<file path="config.mk">
export PLATFORM = sky130hd
export DESIGN_NAME = core_mem_arbiter
export DESIGN_NICKNAME = d
export VERILOG_FILES = /design/src/rtl/core_mem_arbiter.sv
export SDC_FILE = /design/constraint.sdc
export NUM_CORES = 1
export LEC_CHECK = 0
export CAP_MARGIN = 40
export CORE_MARGIN = 2
export CORE_UTILIZATION = 30
export DETAILED_ROUTE_END_ITERATION = 10
export PLACE_DENSITY = 0.69
export REMOVE_ABC_BUFFERS = 1
export SYNTH_ARGS = -nofsm -noshare
export SYNTH_HDL_FRONTEND = slang
export SYNTH_SLANG_ARGS = --single-unit
export TNS_END_PERCENT = 30
</file>
<file path="constraint.sdc">
create_clock -name clk -period 1.98 [get_ports clk]
set_clock_uncertainty 0.05 [all_clocks]
set_input_delay 0.297 -clock clk [delete_from_list [all_inputs] [get_ports clk]]
set_output_delay 0.297 -clock clk [all_outputs]
set_load 0.005 [all_outputs]
</file>
<file path="src/rtl/core_mem_arbiter.sv">
// Round-robin arbiter that lets NUM_CORES cores share one data-memory port.
// It keeps one transaction in flight: accept, issue, wait for completion, then respond.
module core_mem_arbiter #(
    parameter int NUM_CORES = 2,
    parameter int ADDR_W    = 32,
    parameter int DATA_W    = 32
) (
    input  logic                        clk,
    input  logic                        reset,
    input  logic [NUM_CORES-1:0]        req_valid,
    output logic [NUM_CORES-1:0]        req_ready,
    input  logic [NUM_CORES-1:0]        req_wr,
    input  logic [NUM_CORES*ADDR_W-1:0] req_addr,
    input  logic [NUM_CORES*DATA_W-1:0] req_wdata,
    input  logic [NUM_CORES*3-1:0]      req_mask,
    output logic [NUM_CORES-1:0]        rsp_valid,
    output logic [DATA_W-1:0]           rsp_rdata,
    output logic                        mem_req,
    input  logic                        mem_ready,
    output logic                        mem_wr,
    output logic [ADDR_W-1:0]           mem_addr,
    output logic [DATA_W-1:0]           mem_wdata,
    output logic [2:0]                  mem_mask,
    input  logic                        mem_rsp_valid,
    input  logic [DATA_W-1:0]           mem_rdata
);

    localparam int IDX_W = $clog2(NUM_CORES);

    typedef enum logic [1:0] {IDLE, ISSUE, WAIT, RESP} state_t;

    typedef struct packed {
        logic              wr;
        logic [ADDR_W-1:0] addr;
        logic [DATA_W-1:0] wdata;
        logic [2:0]        mask;
    } mreq_t;

    state_t               r_state;
    state_t               w_state_nx;
    logic [IDX_W-1:0]     r_rr_ptr;
    logic [IDX_W-1:0]     r_grant;
    mreq_t                r_req;
    logic [DATA_W-1:0]    r_rdata;

    logic                 w_found;
    logic [IDX_W-1:0]     w_win;
    logic [IDX_W-1:0]     w_idx;
    logic [NUM_CORES-1:0] w_win_oh;
    logic [NUM_CORES-1:0] w_grant_oh;
    mreq_t                w_cand;
    logic                 w_accept;

    // Search starts at the round-robin pointer and wraps around the cores.
    always_comb begin
        w_found = 1'b0;
        w_win   = '0;
        w_idx   = '0;
        for (int k = 0; k < NUM_CORES; k++) begin
            w_idx = IDX_W'((int'(r_rr_ptr) + k) % NUM_CORES);
            if (!w_found && req_valid[w_idx]) begin
                w_found = 1'b1;
                w_win   = w_idx;
            end
        end
    end

    always_comb begin
        w_cand.wr    = req_wr[w_win];
        w_cand.addr  = req_addr[int'(w_win)*ADDR_W +: ADDR_W];
        w_cand.wdata = req_wdata[int'(w_win)*DATA_W +: DATA_W];
        w_cand.mask  = req_mask[int'(w_win)*3 +: 3];
    end

    assign w_win_oh   = {{(NUM_CORES-1){1'b0}}, 1'b1} << w_win;
    assign w_grant_oh = {{(NUM_CORES-1){1'b0}}, 1'b1} << r_grant;
    assign w_accept   = (r_state == IDLE) && w_found;

    always_comb begin
        w_state_nx = r_state;
        case (r_state)
            IDLE:    if (w_found)       w_state_nx = ISSUE;
            ISSUE:   if (mem_ready)     w_state_nx = WAIT;
            WAIT:    if (mem_rsp_valid) w_state_nx = RESP;
            RESP:                       w_state_nx = IDLE;
            default:                    w_state_nx = IDLE;
        endcase
    end

    // req_ready is gated by reset so an asserted reset silences it immediately.
    always_comb begin
        req_ready = '0;
        rsp_valid = '0;
        if (w_accept && reset)  req_ready = w_win_oh;
        if (r_state == RESP)    rsp_valid = w_grant_oh;
    end

    assign mem_req   = (r_state == ISSUE);
    assign mem_wr    = r_req.wr;
    assign mem_addr  = r_req.addr;
    assign mem_wdata = r_req.wdata;
    assign mem_mask  = r_req.mask;
    assign rsp_rdata = r_rdata;

    always_ff @(posedge clk or negedge reset) begin
        if (!reset) begin
            r_state  <= IDLE;
            r_rr_ptr <= '0;
            r_grant  <= '0;
            r_req    <= '0;
            r_rdata  <= '0;
        end else begin
            r_state <= w_state_nx;
            if (w_accept) begin
                r_grant <= w_win;
                r_req   <= w_cand;
            end
            if ((r_state == WAIT) && mem_rsp_valid)
                r_rdata <= mem_rdata;
            if (r_state == RESP)
                r_rr_ptr <= (r_grant == IDX_W'(NUM_CORES-1)) ? '0 : r_grant + 1'b1;
        end
    end

endmodule

</file>
[After elaboration in Yosys (flattened, before gate mapping)]
Index checks and enable logic that the tools add are counted.
Storage, ports and cells
  output and inout port bits: 105
  logic and storage cells: 49
  flip-flop bits (word level): 104
  input bits: 174
Operators by class
  muxes and demuxes: 17
  multipliers: 1
  equal/unequal tests: 6
  reduce and logical (&&, ||, !) cells: 7
  shifts and indexed selects: 5
  $add $sub $neg: 2
  $lt $le $gt $ge: 3
Operator list (number)
  $shiftx A64 B7 Y32: 2
  $mux W1: 11
  $mux W2: 5
  $pmux W2 S4: 1
  $lt A1 B2 Y1 const B: 3
  $shiftx A6 B4 Y3: 1
  $eq A2 B2 Y1 const B: 2
  $logic_and A1 B1 Y1: 4
  $ne A2 B2 Y1 const B: 2
  $shl A1 B1 Y2 const A: 2
  $mul A1 B2 Y3 const B: 1
  $reduce_and A3 Y1: 1
  $add A1 B1 Y1 const B: 2
  $eq A2 B1 Y1 const B: 1
  $logic_not A2 Y1: 1
  $ne A2 B1 Y1 const B: 1
  $logic_not A1 Y1: 1

[Longest topological paths before layout]
  depth after elaboration: 9
  mapped depth: 7
  mapped depth without buffers: 5

[Least setup slack after synthesis]
No wires, ideal clock.
  path kind: reg-to-output
  start: register r_state[0]
  end: output req_ready[0]
  required time: 1.633 ns
  path buffers: 2
  arrival: 1.230 ns
  stages on the path, launching flop included: 8
  setup slack: 0.403 ns
  cell sequence: dfrtp_1 inv_1 ha_1 o21a_4 buf_8 buf_6 nand2_1 nor2_1
On the way
  longest elaborated chain between the ends: 4
RTL lines
  start: declaration: line 39  | state_t r_state;
  start signal: assignment: line 113  | r_state <= w_state_nx;
  $logic_not A2 Y1: line 77  | assign w_accept = (r_state == IDLE) && w_found;
  $logic_and A1 B1 Y1: line 77
  $logic_and A1 B1 Y1: line 94  | if (w_accept && reset) req_ready = w_win_oh;
  $mux W2: line 94
  end: declaration: line 11  | output logic [NUM_CORES-1:0] req_ready,
No other way between the ends.

[Worst setup path in the final report]
  start: register r_state[1]
  end: output rsp_valid[1]
On the way
  longest elaborated chain between the ends: 2
RTL lines
  $eq A2 B2 Y1: line 95  | if (r_state == RESP) rsp_valid = w_grant_oh;
  $mux W2: line 95
  end: declaration: line 16  | output logic [NUM_CORES-1:0] rsp_valid,
No other way between the ends.

==> results.tsv <==
metric	value	unit
DR WL/cell	17.09	um
post-route ant nets	0	
Ys Warns	0	
final hold vios	0	
syn_area_per_cell	10.15	um2
synthesized flop and latch total	104	
initial antenna violation count	0	
DR iter-0 viols	238	
Worst-path clk slew	0.07	ns
hold-fix buffers at CTS	0	
VDD IR max	583.3	uV
routability cong.	0.8060	
Area contributors post-synth	dfrtp_1 53%, a31oi_1 8.7%, mux2_2 7.6%, o21ai_0 6.9%, nand3_1 5.9%	
share of cells above drive strength 1	0.1165	
worst-path maximum fanout	3	
pre-CTS setup slack	-0.08265	ns
row cnt	46	
vias in the first global route	5104	
Final setup viols	0	
cts bufs inserted	9	
max cap viols	0	
Synth Cell Area	4902	um2
Final Cell Area	8128	um2
Slew HR	0.5282	
core area	15940	um2
Die Y	131.8	um
hold crit path type	input pin to async pin	
post-synth top area share	0.5309	
DPL Wire Length	11790	um
CTS tree	done	
die area	17380	um2
clock latency on the worst-skew pair	0.34	ns
top_reg_cell synth	dfrtp_1	
total negative slack	0	ns
clk buf depth	2	
Seq/Total Area, Yosys	0.5309	
gr usage total	0.1935	
Routed WL	16460	um
period utilization	0.9410	
final setup margin	0.1167	ns
first-pass GRT wire length	26990	um
placed inst area	7799	um2
Highest Clock Rate	536.7	MHz
die width	131.8	um
crit path cell chain	buf_4, ha_1, and2_1, dlygate4sd2_1	
Final Core Density	0.5098	
CP delay by family, top	flip-flops	
cells after synthesis	483	
buffer and inverter count on the worst path	2	
status	finished clean	
Slowest cell on crit path	dfrtp_1	
power density cells	1341	nW/um2
fraction of registers with async set/reset	1.000	
fin. max-slew vios	0	
unrepaired setup endpoints after global routing	false	
Post-synth EDFFs	0	
Critical Path Source Type	register	
Tightest Pin Transition	0.7077	ns
# IOs	279	
count leader, synth	dfrtp_1	
Final nets	921	
clock sink total	104	
Via density	4.973	
number of diodes	0	
grt ovf	0	
clock root cell	clkbuf_16	
Distinct cells, synth	25	
via count	4789	
CP peak stage delay	0.41	ns
DRT Pass-1 Iters	4	
htree depth	3	
Starting Density	0.3075	
largest net degree at the start of global routing	105	
kind of critical path	register to output pin	
CP arrival	1.52	ns
port bufs	278	
P_leak	3.213	nW
Worst setup EP type	output pin	
post-layout min period	1.863	ns
Design Power	10.90	mW
DRC	0	
CP Data Required Time	1.63	ns
Synth top cells by count	104 x dfrtp_1, 73 x nor2_1, 68 x a31oi_1, 68 x o21ai_0, 58 x nand3_1	
area leader, netlist	dfrtp_1	
P&R area growth vs syn	65.80	%
## worst register-to-register path: stages, from the launching register on
cell and delay [ns]:
dfrtp_1 0.39, buf_4 0.14, buf_4 0.13, ha_1 0.21
nor2b_1 0.16, a221oi_2 0.21, mux2_2 0.36
## registers in the layout, indices dropped and copies added (netlist names)
register   cells
r_rr_ptr       1
mem_mask       3
r_grant        1
mem_addr      32
mem_wdata     32
r_state        2
rsp_rdata     32
mem_wr         1
## per-stage QoR
step / cells / hold slack, ns
finish: 963 / 0.01131
floorplan: 435 / -0.04859
global route: 963 / 0.05948
CTS: 962 / 0.03923
detailed placement: 943 / 0.4214
global placement: 943 / 0.4150
## power breakdown
| part | switching [mW] | internal [mW] |
|---|---|---|
| Sequential | 0.598 | 3.22 |
| Clock | 0.772 | 0.912 |
| Combinational | 2.13 | 3.27 |
| Total | 3.50 | 7.40 |
## cells by family after synthesis
logic type / after synthesis / share of synthesized area
fa+ha+maj: 4 / 0.01021
flops: 104 / 0.5309
mux: 33 / 0.07580
buf+inv: 53 / 0.07147
compound gates: 140 / 0.1662
simple gates: 149 / 0.1455
## cell usage in the layout (no fill, tap or decap), types with 3 or more instances in the layout
cell type / instances
clkdlybuf4s50_1: 271
dfrtp_1: 104
nor2_1: 72
o21ai_0: 68
a31oi_1: 68
nand3_1: 58
mux2_2: 33
buf_4: 14
nand3_2: 10
clkbuf_16: 9
buf_12: 6
dlygate4sd2_1: 4
inv_2: 3
ha_1: 3
## final timing paths
check                                    from       endpoint  slack [ns]  depth (start not counted)
worst max-delay path               r_state[1]   rsp_valid[1]        0.12                          4
worst min-delay path                    reset   mem_addr[26]        0.01                          2
worst max register to register     r_state[0]     r_state[1]        0.22                          6
worst min register to register  rsp_rdata[25]  rsp_rdata[25]        0.46                          1
max in group asynchronous               reset  mem_wdata[13]        1.46                          2
min in group clk                 req_valid[1]        r_grant        0.35                          4
## area by class of cell
| cell class | instances | area [um2] |
|---|---|---|
| Sequential cell | 104 | 2603 |
| Clock buffer | 12 | 256.5 |
| Fill cell | 1452 | 7815 |
| Timing Repair Buffer | 297 | 2990 |
| Clock inverter | 3 | 17.52 |
| Tap cell | 216 | 270.3 |
| Inverter | 5 | 18.77 |
| Multi-Input combinational cell | 326 | 1972 |
## what timing repair did
action / CTS / global route
gates resized for setup: 10 / 1
endpoints found under the setup margin: 3 / 1
setup buffers: 4 / 1
## metal layers
layer  wire [um]  GRT usage
met2        8043     0.3336
met1        6705     0.2249
met4         377    0.07729
met5           0          0
met3        1330    0.05959
No activity file was read; power rests on OpenSTA's default activity.
